--- config.mk ---
export PLATFORM = sky130hd
export DESIGN_NAME = cp0_regfile
export DESIGN_NICKNAME = d
export VERILOG_FILES = /design/src/rtl/cp0_regfile.sv
export SDC_FILE = /design/constraint.sdc
export NUM_CORES = 1
export LEC_CHECK = 0
export CAP_MARGIN = 10
export CORE_UTILIZATION = 43
export CTS_CLUSTER_DIAMETER = 50
export DETAILED_ROUTE_END_ITERATION = 10
export PLACE_DENSITY = 0.81
export SLEW_MARGIN = 20
export SYNTH_ARGS = -nofsm -noshare
export SYNTH_HDL_FRONTEND = slang
export SYNTH_SLANG_ARGS = --single-unit
--- constraint.sdc ---
create_clock -name clk -period 3.3 [get_ports clk]
set_input_delay 0.66 -clock clk [delete_from_list [all_inputs] [get_ports clk]]
set_output_delay 0.66 -clock clk [all_outputs]
set_load 0.02 [all_outputs]
--- src/rtl/cp0_regfile.sv ---
// cp0_regfile -- MIPS coprocessor-0 register file.
//
// Holds BadVAddr, Count, Compare, Status, Cause and EPC. Serves mfc0 reads
// combinationally and mtc0 writes on the clock edge. It also commits the
// architectural state changes for the exception code that the MEM-stage
// exception encoder resolves, including eret.
//
// Ports:
//   clk, rst             clock, synchronous active-high reset
//   we_i, waddr_i, data_i  mtc0 write enable / register number / data
//   raddr_i, data_o      mfc0 register number / read data (no write bypass)
//   int_i                external hardware interrupt lines (sampled into Cause IP)
//   except_type_i        encoded exception (0x1/4/5/8/9/a/c) or eret (0xe)
//   current_inst_addr_i  PC of the excepting instruction
//   is_in_delayslot_i    excepting instruction is in a branch delay slot
//   bad_addr_i           faulting virtual address for AdEL/AdES
//   count_o .. badvaddr_o  architectural register contents
//   timer_int_o          sticky timer interrupt (Count == Compare)
module cp0_regfile #(
    parameter logic [31:0] PRID_VALUE = 32'h0000_4220,
    parameter int          COUNT_DIV  = 2
) (
    input  logic        clk,
    input  logic        rst,
    input  logic        we_i,
    input  logic [4:0]  waddr_i,
    input  logic [4:0]  raddr_i,
    input  logic [31:0] data_i,
    input  logic [5:0]  int_i,
    input  logic [31:0] except_type_i,
    input  logic [31:0] current_inst_addr_i,
    input  logic        is_in_delayslot_i,
    input  logic [31:0] bad_addr_i,
    output logic [31:0] data_o,
    output logic [31:0] count_o,
    output logic [31:0] compare_o,
    output logic [31:0] status_o,
    output logic [31:0] cause_o,
    output logic [31:0] epc_o,
    output logic [31:0] badvaddr_o,
    output logic        timer_int_o
);

    localparam logic [4:0] REG_BADVADDR = 5'd8;
    localparam logic [4:0] REG_COUNT    = 5'd9;
    localparam logic [4:0] REG_COMPARE  = 5'd11;
    localparam logic [4:0] REG_STATUS   = 5'd12;
    localparam logic [4:0] REG_CAUSE    = 5'd13;
    localparam logic [4:0] REG_EPC      = 5'd14;
    localparam logic [4:0] REG_PRID     = 5'd15;

    localparam logic [31:0] STATUS_RESET = 32'h0040_0000;
    // IM[15:8], EXL[1], IE[0]
    localparam logic [31:0] STATUS_WMASK = 32'h0000_FF03;
    localparam logic [31:0] CAUSE_WMASK  = 32'h0000_0300;

    // Recognised exception codes; anything else is treated as "no exception".
    function automatic logic is_exception(input logic [31:0] et);
        case (et)
            32'h1, 32'h4, 32'h5, 32'h8, 32'h9, 32'ha, 32'hc: is_exception = 1'b1;
            default:                                        is_exception = 1'b0;
        endcase
    endfunction

    // The encoder values were chosen so the ExcCode is the low bits, except
    // for interrupt (0x1) which maps to ExcCode 0.
    function automatic logic [4:0] exc_code(input logic [31:0] et);
        if (et == 32'h1)
            exc_code = 5'h00;
        else
            exc_code = et[4:0];
    endfunction

    logic        div_cnt;
    logic        div_cnt_n;
    logic [31:0] count_n, compare_n, status_n, cause_n, epc_n, badvaddr_n;
    logic        timer_int_n;

    logic exc_commit;
    logic eret_commit;
    logic wr_count, wr_compare, wr_status, wr_cause, wr_epc;
    logic count_tick;

    assign exc_commit  = is_exception(except_type_i);
    assign eret_commit = (except_type_i == 32'he);

    // Exception/eret commit takes priority over mtc0 to Status/Cause/EPC;
    // Count and Compare writes are never blocked.
    assign wr_count   = we_i && (waddr_i == REG_COUNT);
    assign wr_compare = we_i && (waddr_i == REG_COMPARE);
    assign wr_status  = we_i && (waddr_i == REG_STATUS) && !exc_commit && !eret_commit;
    assign wr_cause   = we_i && (waddr_i == REG_CAUSE)  && !exc_commit && !eret_commit;
    assign wr_epc     = we_i && (waddr_i == REG_EPC)    && !exc_commit && !eret_commit;

    // With COUNT_DIV==1 the divider stays at 0 and Count ticks every cycle.
    assign count_tick = (COUNT_DIV == 1) ? 1'b1 : div_cnt;

    always_comb begin
        div_cnt_n   = div_cnt;
        count_n     = count_o;
        compare_n   = compare_o;
        status_n    = status_o;
        cause_n     = cause_o;
        epc_n       = epc_o;
        badvaddr_n  = badvaddr_o;
        timer_int_n = timer_int_o;

        // Count and its divider
        if (wr_count) begin
            count_n   = data_i;
            div_cnt_n = 1'b0;
        end else begin
            if (count_tick)
                count_n = count_o + 32'd1;
            div_cnt_n = (COUNT_DIV == 1) ? 1'b0 : ~div_cnt;
        end

        // Compare and the sticky timer interrupt; the Compare write clears it.
        if (wr_compare) begin
            compare_n   = data_i;
            timer_int_n = 1'b0;
        end else if ((count_o == compare_o) && (compare_o != 32'd0)) begin
            timer_int_n = 1'b1;
        end

        // Hardware interrupt pending bits, timer folded into IP7.
        cause_n[15:10] = {int_i[5] | timer_int_o, int_i[4:0]};

        if (wr_status)
            status_n = (status_o & ~STATUS_WMASK) | (data_i & STATUS_WMASK);
        if (wr_cause)
            cause_n[9:8] = data_i[9:8];
        if (wr_epc)
            epc_n = data_i;

        if (exc_commit) begin
            // A nested exception (EXL already set) keeps the original EPC/BD.
            if (!status_o[1]) begin
                epc_n     = is_in_delayslot_i ? (current_inst_addr_i - 32'd4)
                                              : current_inst_addr_i;
                cause_n[31] = is_in_delayslot_i;
            end
            status_n[1]  = 1'b1;
            cause_n[6:2] = exc_code(except_type_i);
            if ((except_type_i == 32'h4) || (except_type_i == 32'h5))
                badvaddr_n = bad_addr_i;
        end else if (eret_commit) begin
            status_n[1] = 1'b0;
        end
    end

    always_ff @(posedge clk) begin
        if (rst) begin
            div_cnt     <= 1'b0;
            count_o     <= 32'd0;
            compare_o   <= 32'd0;
            status_o    <= STATUS_RESET;
            cause_o     <= 32'd0;
            epc_o       <= 32'd0;
            badvaddr_o  <= 32'd0;
            timer_int_o <= 1'b0;
        end else begin
            div_cnt     <= div_cnt_n;
            count_o     <= count_n;
            compare_o   <= compare_n;
            status_o    <= status_n;
            cause_o     <= cause_n;
            epc_o       <= epc_n;
            badvaddr_o  <= badvaddr_n;
            timer_int_o <= timer_int_n;
        end
    end

    // mfc0 read mux: current contents only, no bypass of a same-cycle mtc0.
    always_comb begin
        data_o = 32'd0;
        case (raddr_i)
            REG_BADVADDR: data_o = badvaddr_o;
            REG_COUNT:    data_o = count_o;
            REG_COMPARE:  data_o = compare_o;
            REG_STATUS:   data_o = status_o;
            REG_CAUSE:    data_o = cause_o;
            REG_EPC:      data_o = epc_o;
            REG_PRID:     data_o = PRID_VALUE;
            default:      data_o = 32'd0;
        endcase
    end

endmodule

# Yosys cells after proc, flatten, opt, wreduce, memory -nomap -nowiden
# Index checks and enable logic that the tools add are counted.
# Widths: inputs -> output; s select.
[classes]
addsub = 2
n_eq_ne = 21
muxes = 12
bitwise_logic = 4
n_reduce_logical = 23
[op_table]
columns = ["cell", "count"]
rows = [
  ["$pmux 32 s7", 1],
  ["$mux 32", 6],
  ["$eq 32x4->1 const B", 5],
  ["$eq 32x3->1 const B", 2],
  ["$eq 5x4->1 const B", 12],
  ["$add 32x1->32 const B", 1],
  ["$eq 32x1->1 const B", 1],
  ["$eq 32x32->1", 1],
  ["$or 32x16->32", 1],
  ["$reduce_bool 32->1", 1],
  ["$sub 32x3->32 const B", 1],
  ["$logic_and 1x1->1", 12],
  ["$reduce_or 7->1", 1],
  ["$mux 5", 1],
  ["$reduce_and 2->1", 2],
  ["$reduce_or 2->1", 2],
  ["$mux 1", 3],
  ["$reduce_bool 3->1", 1],
  ["$logic_not 1->1", 2],
  ["$mux 2", 1],
  ["$not 1->1", 2],
  ["$reduce_bool 2->1", 1],
  ["$logic_or 1x1->1", 1],
  ["$or 1x1->1", 1],
]
[totals]
regBits = 176
output_inout_bits = 225
word_cells = 74

# Longest topological paths before layout
[depth]
depth_word = 9
ltp_mapped = 9
ltp_nobuf = 8

# Worst setup path before layout
# Ideal clock, no wire load.
[synth_path]
kind = "input port to flip-flop"
startpoint = "input port except_type_i[5]"
endpoint = "register cause_o[31]"
setup_time_ns = 0.114
t_arrival_ns = 2.579
t_required_ns = 3.186
slack_ns = 0.606
stages = 7
cell_sequence = "or4_1 buf_2 or4_4 nor3_4 clkbuf_8 mux2i_1 nor2_1"
[synth_via]
elab_chain_len = 4
word_cells_on_any_way = 10
cone_classes = "7 x eq/ne; 1 x mux; 2 x reduce/logical"
[synth_rtl]
columns = ["item", "line_no", "rtl"]
rows = [
  ["from (decl)", "30", "input logic [31:0] except_type_i,"],
  ["$eq 32x1->1, or another cell as far along", "59", "case (et)"],
  ["$reduce_or 7->1 *", "59", ""],
  ["$mux 1 *", "59", ""],
  ["$reduce_and 2->1 (no source line) *", "-", ""],
  ["to (signal assigned)", "167", "cause_o <= cause_n;"],
  ["to (decl)", "38", "output logic [31:0] cause_o,"],
]
# Every way passes the cells marked *; elsewhere a longest branch is shown, timed or not.
# A chain may end at the register's enable or synchronous reset.

# Final worst setup path
[layout_path]
startpoint = "input port raddr_i[4]"
endpoint = "output port data_o[31]"
[layout_via]
elab_chain_len = 2
word_cells_on_any_way = 8
cone_classes = "7 x eq/ne; 1 x mux"
[layout_rtl]
columns = ["item", "line_no", "rtl"]
rows = [
  ["from (decl)", "27", "input logic [4:0] raddr_i,"],
  ["$eq 5x4->1", "177", "case (raddr_i)"],
  ["$pmux 32 s7 *", "177", ""],
  ["to (decl)", "34", "output logic [31:0] data_o,"],
]
# Marks and branches as above.

==> results.yml <==
outcome:
  outcome: "complete, no violations"
synth:
  synth.most_common_cell: "nand2_1"
  synthArstFlopShare: 0
  ys_warn_count: 0
  ys_types: 52
  netlist.area_leader.share: 0.3534
  synth_cells: 1068
  synth-edff-count: 0
  syn_area_um2: 8725
  netlist.top_cell.by_area: "dfxtp_1"
  ys_ff_latch: 154
  synth_commonest_cells: "179 x nand2_1, 154 x dfxtp_1, 73 x nor2_1, 70 x a21oi_1"
  yosysSeqAreaShare: 0.3534
  synth.avg_cell_area_um2: 8.169
  ys.flop_type: "dfxtp_1"
  synthTopCellsByArea: "dfxtp_1 35%, nand2_1 7.7%, xor2_1 6.5%, a211oi_1 5.3%, a22oi_1 5.1%"
power:
  pwr_density_cell_nw_per_um2: 331.8
  peakVddDrop_v: 0.0001909
  leakage_uw: 0.004975
  total_power_uw: 4301
clocking:
  cts_hold_buf: 0
  clock-sinks: 154
  cts_htree_levels: 4
  numCtsBuffers: 17
  cts_root_buf: "clkbuf_16"
  clkLatencyLatePin_ns: 0.42
  ctsLongestPathBuffers: 2
  cts_tree: "built"
  clkSlewWorstSetupHoldPaths_ns: 0.06
routing:
  vias_per_cell: 5.761
  wl_um: 35210
  drtIter0Drc: 1051
  antenna_left: 0
  drtPass1Iterations: 8
  vias: 9586
  avgRoutedWirePerCell_um: 21.16
  drcViolationCount: 0
grt:
  track_usage: 0.3332
  grt_pass1_wl_um: 51980
  grt_pass1_vias: 8848
  overflow: 0
  grt_max_degree: 86
  antenna_found_initial: 1
floorplanning:
  die_w_um: 144.4
  io_pins: 373
  fp.coreArea_um2: 19650
  rows: 51
  die_area_um2: 20860
  start_util: 0.4439
  die_h_um: 144.4
finish:
  final_nets: 1537
  post_route_cells_drive_above_1_share: 0.09221
  syn_to_final_growth_pct: 48.60
  n_antenna_cell: 0
  finish.utilization: 0.6597
sta:
  relSlewSlack: 0.5044
  min_period_ns: 3.212
  tightestPinTransition_ns: 0.7430
  finalClockSkew_ns: 0.004523
  drv_slew: 0
  whs_ns: 0.4787
  finalCritPeriodShare: 0.9733
  setup_viol: 0
  rsz0062_at_grt: "no"
  fin_ws_ns: 0.08798
  hold_viol_final: 0
  fmax_ghz: 0.3113
worst_setup_path:
  cp.arrival_ns: 2.55
  startpoint_type: "primary input"
  critPathKind: "in2out"
  cp.required_ns: 2.64
  endpoint_kind: "output pin"
  critPathMaxFanout: 13
worst_hold_path:
  worstHoldPathType: "reg2reg"
run:
  timing.max_cap.violations: 0
placed_design:
  dp_hpwl_um: 27410
  dpl_worst_slack_ns: -0.1381
  io_buffers: 332
  gp_congestion: 0.9904
[flip-flops by register name, indices dropped and copies added, names as in the netlist]
signal / flops
badvaddr_o: 32
status_o: 10
count_tick: 1
cause_o: 14
compare_o: 32
epc_o: 32
timer_int_o: 1
count_o: 32
[final cells by class]
cell class	count	area, um^2
clock buffers	21	450.4
multi-input cells	827	5149
clock inverters	10	95.09
inverters	4	15.01
fillers	1690	6689
repair buffers	383	3841
flip-flops and latches	154	3083
well taps	265	331.6
[final timing paths]
path / from / endpoint / slack, ns / cells after the start
worst max-delay path: raddr_i[4] / data_o[31] / 0.09 / 8
worst min-delay path: badvaddr_o[18] / badvaddr_o[18] / 0.48 / 2
worst max register to register: count_o[3] / count_o[25] / 1.20 / 6
worst min register to register: badvaddr_o[18] / badvaddr_o[18] / 0.48 / 2
[cells by family after synthesis]
group,after synthesis,share of synthesized area
simple gates,411,0.2237
compound gates,261,0.2224
flops,154,0.3534
buf+inv,125,0.08002
xor+xnor,91,0.09135
mux,22,0.02538
fa+ha+maj,2,0.002868
other cells,2,0.0008608
[critical path, stage by stage]
cell and delay [ns]:
clkdlybuf4s50_1 0.48, nand2b_2 0.21, nor4_4 0.06, buf_6 0.17, buf_4 0.15, a222oi_1 0.36, nand2_1 0.09, dlygate4sd2_1 0.36
[timing repair]
action	in CTS	in global routing
pin swaps	0	0
setup buffers	0	3
gates resized for setup	23	19
setup endpoints to repair	32	10
endpoints found under the hold margin	0	0
[metrics by stage]
stage | std cells | TNS [ns] | instance area [um^2]
global route | 1664 | 0 | 12960
global placement | 1630 | -1.192 | 12360
detailed placement | 1630 | -2.498 | 12360
CTS | 1661 | -0.9238 | 12880
finish | 1664 | 0 | 12960
floorplan | 1106 | 0 | 8867
[per-layer routing]
layer	wire [um]	GRT usage	share of wire	vias up
met5	17	0	0.00048	-
met4	1263	0.1307	0.036	2
met3	3392	0.06026	0.096	92
met2	16070	0.5202	0.46	535
met1	14470	0.4525	0.41	4528
li1	-	-	-	4429
[placed cells by master, fill, tap and decap left out, drive strengths merged, types with 3 or more instances in the layout]
cell	n
a211oi	89
a21oi	70
a222oi	9
a22oi	59
and3	7
and4	3
buf	52
clkbuf	21
clkdlybuf4s50	296
clkinvlp	5
conb	40
dfxtp	154
dlygate4sd2	22
dlymetal6s2s	13
inv	6
mux2i	21
nand2	179
nand2b	6
nand3	26
nand4	20
nand4b	3
nor2	73
nor2b	7
nor3	29
nor3b	4
nor4	36
o21a	28
or3	5
xnor2	26
xor2	65
[power breakdown]
group	internal (uW)	leakage (uW)	switching [uW]
sequential	1880	0.00124	38.0
clock	1050	0.000252	790
combinational	264	0.00348	274
Note: power is estimated with default switching activity, not from simulation.
